## config.mk

```make
export PLATFORM = sky130hd
export DESIGN_NAME = index_register_sequencer_flat
export DESIGN_NICKNAME = d
export VERILOG_FILES = /design/src/rtl/index_register_sequencer_pkg.sv /design/src/rtl/index_register_sequencer_if.sv /design/src/rtl/index_register_sequencer.sv /design/src/flat_wrapper.sv
export SDC_FILE = /design/constraint.sdc
export NUM_CORES = 1
export LEC_CHECK = 0
export CAP_MARGIN = 20
export CELL_PAD_IN_SITES_DETAIL_PLACEMENT = 1
export CELL_PAD_IN_SITES_GLOBAL_PLACEMENT = 2
export CORE_UTILIZATION = 33
export CTS_CLUSTER_DIAMETER = 80
export DETAILED_ROUTE_END_ITERATION = 10
export PLACE_DENSITY = 0.81
export SETUP_SLACK_MARGIN = 0.2
export SKIP_LAST_GASP = 1
export SYNTH_ARGS = -nofsm -noshare
export SYNTH_HDL_FRONTEND = slang
export SYNTH_SLANG_ARGS = --single-unit
```

## constraint.sdc

```tcl
create_clock -name clk -period 3.25 [get_ports clk]
set_input_delay 0.325 -clock clk [delete_from_list [all_inputs] [get_ports clk]]
set_output_delay 0.325 -clock clk [all_outputs]
set_load 0.01 [all_outputs]
```

## src/rtl/index_register_sequencer_pkg.sv

```systemverilog
// index_register_sequencer_pkg: op codes, IO encodings and FSM states for the index register sequencer
package index_register_sequencer_pkg;
  localparam int DATA_W = 4;
  localparam int SEL_W = 4;
  localparam logic [2:0] OP_INC = 3'd0;
  localparam logic [2:0] OP_ISZ = 3'd1;
  localparam logic [2:0] OP_XCH = 3'd2;
  localparam logic [2:0] OP_LD = 3'd3;
  localparam logic [2:0] OP_FIM = 3'd4;
  localparam logic [2:0] OP_SRC = 3'd5;
  localparam logic [1:0] IO_WRITE = 2'b00;
  localparam logic [1:0] IO_READ = 2'b01;
  localparam logic [1:0] IO_IDLE = 2'b11;
  typedef enum logic [2:0] {S_IDLE, S_RD0, S_RD1, S_WR0, S_WR1, S_DONE} state_e;
  function automatic logic is_legal(input logic [2:0] op);
    return op <= OP_SRC;
  endfunction
endpackage

```

## src/rtl/index_register_sequencer_if.sv

```systemverilog
// index_register_sequencer_if: command/response handshake between the decoder and the sequencer
interface index_register_sequencer_if;
  import index_register_sequencer_pkg::*;
  logic cmd_valid;
  logic cmd_ready;
  logic [2:0] cmd_op;
  logic [SEL_W-1:0] cmd_reg;
  logic [DATA_W-1:0] cmd_acc;
  logic [7:0] cmd_imm;
  logic rsp_valid;
  logic [7:0] rsp_data;
  logic rsp_flag;
  logic rsp_err;
  modport master(output cmd_valid, cmd_op, cmd_reg, cmd_acc, cmd_imm,
                 input cmd_ready, rsp_valid, rsp_data, rsp_flag, rsp_err);
  modport slave(input cmd_valid, cmd_op, cmd_reg, cmd_acc, cmd_imm,
                output cmd_ready, rsp_valid, rsp_data, rsp_flag, rsp_err);
endinterface

```

## src/rtl/index_register_sequencer.sv

```systemverilog
// index_register_sequencer: multi-cycle controller for the 16 x 4-bit index register file
module index_register_sequencer
  import index_register_sequencer_pkg::*;
(
  input  logic              clk,
  input  logic              rst_n,
  index_register_sequencer_if.slave cmd_if,
  output logic [SEL_W-1:0]  index_register_select_o,
  output logic [1:0]        index_register_IO_o,
  output logic              index_register_I_WE_o,
  output logic [DATA_W-1:0] data_bus_out_o,
  output logic              data_bus_oe_o,
  input  logic [DATA_W-1:0] data_bus_in_i
);
  state_e state_q, state_d;
  logic [2:0] op_q;
  logic [SEL_W-1:0] reg_q;
  logic [DATA_W-1:0] acc_q, t0_q, inc;
  logic [7:0] imm_q, rsp_data_q, rsp_data_d;
  logic rsp_flag_q, rsp_flag_d, rsp_err_q, rsp_err_d;
  logic [SEL_W-1:0] sel0, sel1;
  logic accept;
  assign accept = cmd_if.cmd_valid && state_q == S_IDLE;
  assign inc = t0_q + 4'd1;
  assign sel0 = (op_q == OP_FIM || op_q == OP_SRC) ? {reg_q[SEL_W-1:1], 1'b0} : reg_q;
  assign sel1 = {reg_q[SEL_W-1:1], 1'b1};
  assign cmd_if.cmd_ready = state_q == S_IDLE;
  assign cmd_if.rsp_valid = state_q == S_DONE;
  assign cmd_if.rsp_data = rsp_data_q;
  assign cmd_if.rsp_flag = rsp_flag_q;
  assign cmd_if.rsp_err = rsp_err_q;
  assign data_bus_oe_o = index_register_IO_o == IO_WRITE;
  // Response fields are computed on the edge entering DONE so they are valid with the pulse and then hold.
  always_comb begin
    state_d = state_q;
    rsp_data_d = rsp_data_q;
    rsp_flag_d = rsp_flag_q;
    rsp_err_d = rsp_err_q;
    index_register_select_o = '0;
    index_register_IO_o = IO_IDLE;
    index_register_I_WE_o = 1'b0;
    data_bus_out_o = '0;
    case (state_q)
      S_IDLE: if (accept) begin
        state_d = !is_legal(cmd_if.cmd_op) ? S_DONE : cmd_if.cmd_op == OP_FIM ? S_WR0 : S_RD0;
        if (!is_legal(cmd_if.cmd_op)) {rsp_data_d, rsp_flag_d, rsp_err_d} = {8'h00, 1'b0, 1'b1};
      end
      S_RD0: begin
        index_register_select_o = sel0;
        index_register_IO_o = IO_READ;
        state_d = op_q == OP_LD ? S_DONE : op_q == OP_SRC ? S_RD1 : S_WR0;
        if (op_q == OP_LD) {rsp_data_d, rsp_flag_d, rsp_err_d} = {4'h0, data_bus_in_i, 1'b0, 1'b0};
      end
      S_RD1: begin
        index_register_select_o = sel1;
        index_register_IO_o = IO_READ;
        state_d = S_DONE;
        {rsp_data_d, rsp_flag_d, rsp_err_d} = {t0_q, data_bus_in_i, 1'b0, 1'b0};
      end
      S_WR0: begin
        index_register_select_o = sel0;
        index_register_IO_o = IO_WRITE;
        index_register_I_WE_o = 1'b1;
        data_bus_out_o = op_q == OP_XCH ? acc_q : op_q == OP_FIM ? imm_q[7:4] : inc;
        state_d = op_q == OP_FIM ? S_WR1 : S_DONE;
        if (op_q != OP_FIM)
          {rsp_data_d, rsp_flag_d, rsp_err_d} = {4'h0, op_q == OP_XCH ? t0_q : inc, op_q == OP_ISZ && inc != 4'h0, 1'b0};
      end
      S_WR1: begin
        index_register_select_o = sel1;
        index_register_IO_o = IO_WRITE;
        index_register_I_WE_o = 1'b1;
        data_bus_out_o = imm_q[3:0];
        state_d = S_DONE;
        {rsp_data_d, rsp_flag_d, rsp_err_d} = {8'h00, 1'b0, 1'b0};
      end
      default: state_d = S_IDLE;
    endcase
  end
  always_ff @(posedge clk or negedge rst_n) begin
    if (!rst_n) begin
      state_q <= S_IDLE;
      op_q <= '0;
      reg_q <= '0;
      acc_q <= '0;
      imm_q <= '0;
      t0_q <= '0;
      rsp_data_q <= '0;
      rsp_flag_q <= 1'b0;
      rsp_err_q <= 1'b0;
    end else begin
      state_q <= state_d;
      rsp_data_q <= rsp_data_d;
      rsp_flag_q <= rsp_flag_d;
      rsp_err_q <= rsp_err_d;
      if (state_q == S_RD0) t0_q <= data_bus_in_i;
      if (accept) begin
        op_q <= cmd_if.cmd_op;
        reg_q <= cmd_if.cmd_reg;
        acc_q <= cmd_if.cmd_acc;
        imm_q <= cmd_if.cmd_imm;
      end
    end
  end
endmodule

```

## src/flat_wrapper.sv

```systemverilog
// flat-port wrapper written by rule: the top's interface ports become plain ports
module index_register_sequencer_flat import index_register_sequencer_pkg::*;
  (clk, rst_n, index_register_select_o, index_register_IO_o, index_register_I_WE_o, data_bus_out_o, data_bus_oe_o, data_bus_in_i, cmd_if_cmd_valid, cmd_if_cmd_op, cmd_if_cmd_reg, cmd_if_cmd_acc, cmd_if_cmd_imm, cmd_if_cmd_ready, cmd_if_rsp_valid, cmd_if_rsp_data, cmd_if_rsp_flag, cmd_if_rsp_err);
  index_register_sequencer_if cmd_if_i ();
  input  logic clk;
  input  logic rst_n;
  output logic [SEL_W-1:0] index_register_select_o;
  output logic [1:0] index_register_IO_o;
  output logic index_register_I_WE_o;
  output logic [DATA_W-1:0] data_bus_out_o;
  output logic data_bus_oe_o;
  input  logic [DATA_W-1:0] data_bus_in_i;
  input wire logic [$bits(cmd_if_i.cmd_valid)-1:0] cmd_if_cmd_valid;
  input wire logic [$bits(cmd_if_i.cmd_op)-1:0] cmd_if_cmd_op;
  input wire logic [$bits(cmd_if_i.cmd_reg)-1:0] cmd_if_cmd_reg;
  input wire logic [$bits(cmd_if_i.cmd_acc)-1:0] cmd_if_cmd_acc;
  input wire logic [$bits(cmd_if_i.cmd_imm)-1:0] cmd_if_cmd_imm;
  output wire logic [$bits(cmd_if_i.cmd_ready)-1:0] cmd_if_cmd_ready;
  output wire logic [$bits(cmd_if_i.rsp_valid)-1:0] cmd_if_rsp_valid;
  output wire logic [$bits(cmd_if_i.rsp_data)-1:0] cmd_if_rsp_data;
  output wire logic [$bits(cmd_if_i.rsp_flag)-1:0] cmd_if_rsp_flag;
  output wire logic [$bits(cmd_if_i.rsp_err)-1:0] cmd_if_rsp_err;
  assign cmd_if_i.cmd_valid = cmd_if_cmd_valid;
  assign cmd_if_i.cmd_op = cmd_if_cmd_op;
  assign cmd_if_i.cmd_reg = cmd_if_cmd_reg;
  assign cmd_if_i.cmd_acc = cmd_if_cmd_acc;
  assign cmd_if_i.cmd_imm = cmd_if_cmd_imm;
  assign cmd_if_cmd_ready = cmd_if_i.cmd_ready;
  assign cmd_if_rsp_valid = cmd_if_i.rsp_valid;
  assign cmd_if_rsp_data = cmd_if_i.rsp_data;
  assign cmd_if_rsp_flag = cmd_if_i.rsp_flag;
  assign cmd_if_rsp_err = cmd_if_i.rsp_err;
  index_register_sequencer u_core (.clk(clk), .rst_n(rst_n), .cmd_if(cmd_if_i), .index_register_select_o(index_register_select_o), .index_register_IO_o(index_register_IO_o), .index_register_I_WE_o(index_register_I_WE_o), .data_bus_out_o(data_bus_out_o), .data_bus_oe_o(data_bus_oe_o), .data_bus_in_i(data_bus_in_i));
endmodule
```

==> flow_summary.yaml, run 1 <==
clock_tree:
  ctsResizeCount: 0
  cts_buffers: 5
  cts_tree: "done"
  cts_setup_buffers: 0
  cts.sinks: 36
  cts_root_buffer: "clkbuf_8"
  clkLatencyLatePin_ps: 290
  htreeDepth: 2
  cts-hold-fix-buffers: 0
  cts_buffer_depth: 2
  clkTransAtPathRegs_ps: 70
route:
  routed_wl_um: 4835
  vias_per_cell: 5.219
  drc: 0
  postRouteAntennaNets: 0
  vias: 1576
  drt_first_iter_violations: 49
  dr.pass1.iters: 4
  wl_per_cell_um: 16.01
placement:
  dp_hpwl_um: 3492
  gp_congestion: 0.7687
  io_buffers: 49
timing:
  rsz0062_at_grt: "no"
  slew_viol_final: 0
  hold_violations: 0
  min_period_over_period_pct: 80.31
  period_needed_ps: 2610
  setup_viol: 0
  clock.fmax_mhz: 383.1
  fin_setup_tns_ps: 0
  worst_slew_pin_slew_ps: 817.9
  maxSlewHeadroom_pct: 45.47
  fin_skew_ps: 7.411
floorplanning:
  coreArea_um2: 5608
  dieHeight_um: 79.06
  initial_utilization_pct: 34.94
  ios: 50
  die_width_um: 79.06
  die_area_um2: 6250
  std_cell_rows: 27
power:
  clock_power_share_pct: 12.8
  p_sw_share_pct: 40.30
  switching_power_mw: 1.058
  power_frac_seq_pct: 35.9
  power.internal_mw: 1.567
  combPwrFrac_pct: 51.3
  p_leak_nw: 1.046
  ir_drop_mv: 0.3949
  power_density_nw_per_um2: 1020
worst_setup_path:
  worstPathCellList: "ha_1 -> xor2_1 -> o22ai_1 -> o21ai_0 -> a22o_1 -> clkdlybuf4s50_1"
  slowest_delay_ps: 530
  crit_type: "reg -> out"
  cp_max_fo: 7
  cp.required_ps: 2920
  rrSetupSlack_ps: 1030
  start_kind: "flop"
  critPathCaptureType: "primary output"
  crit_slowest_cell: "clkdlybuf4s50_1"
  r2r.worst_path.cells: 4
  crit-reg2reg-capture: "u_core.imm_q[2]"
  arrival_ps: 2290
  reg2reg_from: "u_core.state_q[1]"
logic_synthesis:
  yosysTopAreaCellShare_pct: 45.98
  synth.area.top_cells: "dfrtp_1, mux2_1, a22o_1"
  avgSynthCellArea_um2: 10.65
  synth_area_um2: 1959
  ys_seq_area_share_pct: 45.98
  synth-main-ff-cell: "dfrtp_1"
  synth.net_count: 211
  yosys.area.top_type: "dfrtp_1"
  syn_inst: 184
  yosys_warnings: 0
  synth.distinct_cells: 47
  ys_seq_elements: 36
  synth_edf_count: 0
  ys_async_sr_fraction_pct: 100.0
finish:
  syn_to_final_growth_pct: 31.29
  antenna_cells: 0
  finalNetCount: 256
  final_common_cell: "clkdlybuf4s50_1"
  final_core_util_pct: 45.87
  layout_common_cells: "clkdlybuf4s50_1, dfrtp_1, mux2_1, nand2_1, o21ai_0"
  drive_above_1_share_pct: 8.696
  fill_cells: 646
run_status:
  status: "finished, final reports clean"
flow_run:
  maxCapViolCount: 0
global_route:
  antenna_found_initial: 0
  grt_pass1_vias: 1640
  grt_max_degree: 37
  gr-total-overflow: 0
  grt.total_usage_pct: 17.42
  grt_pass1_wl_um: 8252
min_path:
  hold_path.class: "in -> async"
[synth_stat cells, types with 4 or more instances]
cell and number:
o21ai_0 11, nor2_1 8, a21oi_1 4, dfrtp_1 36, mux2_2 5, xnor2_1 4, inv_1 8, and2_1 5
nand2b_1 5, nand2_1 12, clkbuf_1 4, mux2_1 15, nor3_1 4, a22o_1 7, buf_2 6
[layout make-up]
type | instances | area (um2) | area share [%]
Inverter | 9 | 33.78 | 1.313
Tap cell | 72 | 90.09 | 3.502
Multi-Input combinational cell | 127 | 964.7 | 37.50
Clock buffer | 8 | 90.09 | 3.502
Sequential cell | 36 | 900.9 | 35.02
Timing Repair Buffer | 50 | 493.0 | 19.16
[power groups by stage]
stage,Clock [mW],Combinational (mW),Sequential [mW]
final,0.336,1.35,0.943
after global routing,0.361,1.49,0.985
after CTS,0.347,1.37,0.944
after detailed placement,0,1.36,0.951
after global placement,0,1.34,0.940
after floorplan,0,0.961,0.802
[worst max-delay path, delay by kind of cell (launching register included)]
family	cells	cell delay, ps
AO/OA/AOI/OAI	3	450
XOR/XNOR	1	280
adder cells (fa/ha/maj)	1	280
buffers and inverters	1	530
flip-flops	1	450
[worst max path at each step]
stage,endpoint,start,depth (start not counted),slack [ps]
after floorplan,u_core.acc_q[1],u_core.state_q[2],6,1560
after global placement,data_bus_out_o[2],u_core.t0_q[0],6,980
after detailed placement,data_bus_out_o[2],u_core.t0_q[0],6,940
after CTS,data_bus_out_o[2],u_core.t0_q[0],6,610
after global routing,data_bus_out_o[2],u_core.t0_q[0],6,440
final,data_bus_out_o[2],u_core.t0_q[0],6,640
[cell families (layout without fill, tap and decap cells)]
group                      count (synthesis)  count (layout)  synth area share [%]
xor gates and xnor gates                   6               6                 2.682
DFF                                       36              36                 45.98
and+or+nand+nor                           53              53                 15.71
adders and majority gates                  1               1                0.6385
buffers and inverters                     21              67                 4.789
AOI/OAI and AO/OA                         45              45                 17.18
muxes                                     22              22                 13.03
[stage by stage]
step | total power, mW | cells | setup WS [ps] | cell area [um2] | hold WS [ps]
after floorplan | 1.763 | 184 | 1555 | 1959 | 29.41
after global placement | 2.278 | 294 | 979.4 | 2482 | 460.3
after detailed placement | 2.314 | 294 | 939.9 | 2482 | 468.6
after CTS | 2.662 | 302 | 607.7 | 2572 | 166.1
after global routing | 2.835 | 302 | 437.3 | 2572 | 184.8
final | 2.625 | 302 | 639.9 | 2572 | 120.0
[layer usage]
metal  vias to the layer above  global-route usage, %  part of all wire [%]
li1                        756                      -                     -
met1                       780                  22.66                    49
met5                         -                      0                     0
met4                         0                  8.909                   2.0
met2                        32                  27.50                    46
met3                         8                  3.218                   3.1
[registers in the layout, summed over array words and instances, names as in the netlist]
| signal | flops |
|---|---|
| u_core.cmd_if.rsp_data | 8 |
| u_core.imm_q | 8 |
| u_core.acc_q | 4 |
| u_core.reg_q | 4 |
| u_core.t0_q | 4 |
| u_core.op_q | 3 |
| u_core.state_q | 3 |
| u_core.cmd_if.rsp_err | 1 |
| u_core.cmd_if.rsp_flag | 1 |
(Power assumes the default switching activity.)
==> inputs of run 2 (changes only) <==
CORE_UTILIZATION = 27   (was 33)
PLACE_DENSITY = 0.71   (was 0.81)
clock period = 2.1 ns   (was 3.25 ns; I/O delays follow)
==> flow_summary.yaml, run 2 (synthesized netlist as in run 1, its figures left out) <==
global_route:
  antenna_found_initial: 0
  grt.total_usage_pct: 15.21
  grt_pass1_wl_um: 8873
  gr-total-overflow: 0
  grt_max_degree: 37
  grt_pass1_vias: 1774
worst_setup_path:
  start_kind: "flop"
  arrival_ps: 1770
  crit_type: "reg -> out"
  critPathCaptureType: "primary output"
  cp.required_ps: 1890
  cp_max_fo: 3
finish:
  final_core_util_pct: 44.13
  fill_cells: 793
  syn_to_final_growth_pct: 55.56
  finalNetCount: 299
  final_common_cell: "buf_4"
  drive_above_1_share_pct: 31.25
  final_cell_area_um2: 3048
  antenna_cells: 0
  layout_common_cells: "buf_4, clkdlybuf4s50_1, dfrtp_1, mux2_1, nand2_1"
power:
  clock_power_share_pct: 9.6
  switching_power_mw: 1.910
  ir_drop_mv: 0.4820
  power.internal_mw: 2.975
  combPwrFrac_pct: 63.9
  p_sw_share_pct: 39.09
  power_density_nw_per_um2: 1603
  power_frac_seq_pct: 26.5
  p_leak_nw: 1.343
timing:
  hold_violations: 0
  slew_viol_final: 0
  maxSlewHeadroom_pct: 45.14
  worst_slew_pin_slew_ps: 822.9
  rsz0062_at_grt: "yes"
  clock.fmax_mhz: 506.2
  fin_skew_ps: 8.744
  min_period_over_period_pct: 94.07
  setup_viol: 0
  fin_setup_tns_ps: 0
  period_needed_ps: 1975
clock_tree:
  clkLatencyLatePin_ps: 280
  cts_buffer_depth: 2
  cts.sinks: 36
  clkTransAtPathRegs_ps: 80
  cts_buffers: 5
  htreeDepth: 2
  cts_root_buffer: "clkbuf_8"
  cts-hold-fix-buffers: 0
  cts_tree: "done"
floorplanning:
  coreArea_um2: 6907
  die_area_um2: 7601
  ios: 50
  dieHeight_um: 87.19
  std_cell_rows: 30
  die_width_um: 87.19
  initial_utilization_pct: 28.37
placement:
  gp_congestion: 0.7497
  dpl-instance-area_um2: 2683
  io_buffers: 49
  dp_hpwl_um: 3968
route:
  vias: 1734
  postRouteAntennaNets: 0
  routed_wl_um: 5519
  drt_first_iter_violations: 30
  wl_per_cell_um: 15.00
  drc: 0
  vias_per_cell: 4.712
  dr.pass1.iters: 4
run_status:
  status: "finished, final reports clean"
flow_run:
  maxCapViolCount: 0
min_path:
  hold_path.class: "in -> async"
## run 2: metrics by stage
stage | total power [mW] | worst slack [ps] | hold WS (ps) | std cells
after floorplan | 2.728 | 405.2 | -85.59 | 184
after global placement | 3.844 | 52.12 | 366.6 | 339
after detailed placement | 3.891 | 7.060 | 361.2 | 339
after CTS | 4.714 | 61.10 | 53.47 | 362
after global routing | 5.243 | 45.52 | 93.70 | 368
final | 4.885 | 124.5 | 20.11 | 368
## run 2: layer usage
layer | vias up | wire length [um] | GRT usage (%) | share of wire, %
met1 | 846 | 2587 | 20.01 | 47
met2 | 38 | 2663 | 25.70 | 48
li1 | 841 | - | - | -
met5 | - | 0 | 0 | 0
met3 | 9 | 183 | 3.033 | 3.3
met4 | 0 | 85 | 3.726 | 1.5
## run 2: area by class of cell
class / count / area (um2) / share of cell area (%)
Timing Repair Buffer: 93 / 830.8 / 27.26
Sequential cell: 36 / 907.1 / 29.76
Multi-Input combinational cell: 127 / 1079 / 35.39
Inverter: 9 / 33.78 / 1.108
Tap cell: 96 / 120.1 / 3.941
Clock inverter: 1 / 5.005 / 0.1642
Clock buffer: 6 / 72.57 / 2.381
## run 2: final timing paths
path	start	endpoint	slack [ps]	depth (start not counted)
worst min-delay path	rst_n	u_core.cmd_if.rsp_data[6]	20	1
min in group clk	cmd_if_cmd_acc[0]	u_core.acc_q[0]	480	3
max in group asynchronous	rst_n	u_core.op_q[0]	1510	1
worst max register to register	u_core.op_q[0]	u_core.cmd_if.rsp_data[1]	260	6
worst min register to register	u_core.reg_q[3]	u_core.reg_q[3]	480	1
worst max-delay path	u_core.t0_q[1]	data_bus_out_o[3]	120	8
## run 2: worst max-delay path, stage by stage (launching register included)
cell	delay (ps)
dfrtp_1	430
buf_6	140
buf_6	110
nand3_4	60
buf_6	120
xor2_4	150
o21ai_1	80
a32o_1	260
buf_2	140
## run 2: what timing repair did
item	4_1_cts	5_1_grt
resized for setup	39	16
hold endpoints to repair	0	0
pin swaps	5	6
buffers inserted	16	6
endpoints found under the setup margin	20	16
gates cloned	0	0
## run 2: power groups by stage
stage	clock, mW	combinational (mW)	sequential (mW)
CTS	0.480	2.96	1.28
finish	0.467	3.12	1.29
floorplan	0	1.49	1.24
global placement	0	2.53	1.32
global route	0.511	3.40	1.34
detailed placement	0	2.56	1.33
==> inputs of run 3 (changes only) <==
CAP_MARGIN = 5   (was 20)
==> results of run 3 <==
No change in the layout: final DEF, timing and power equal those of run 2.
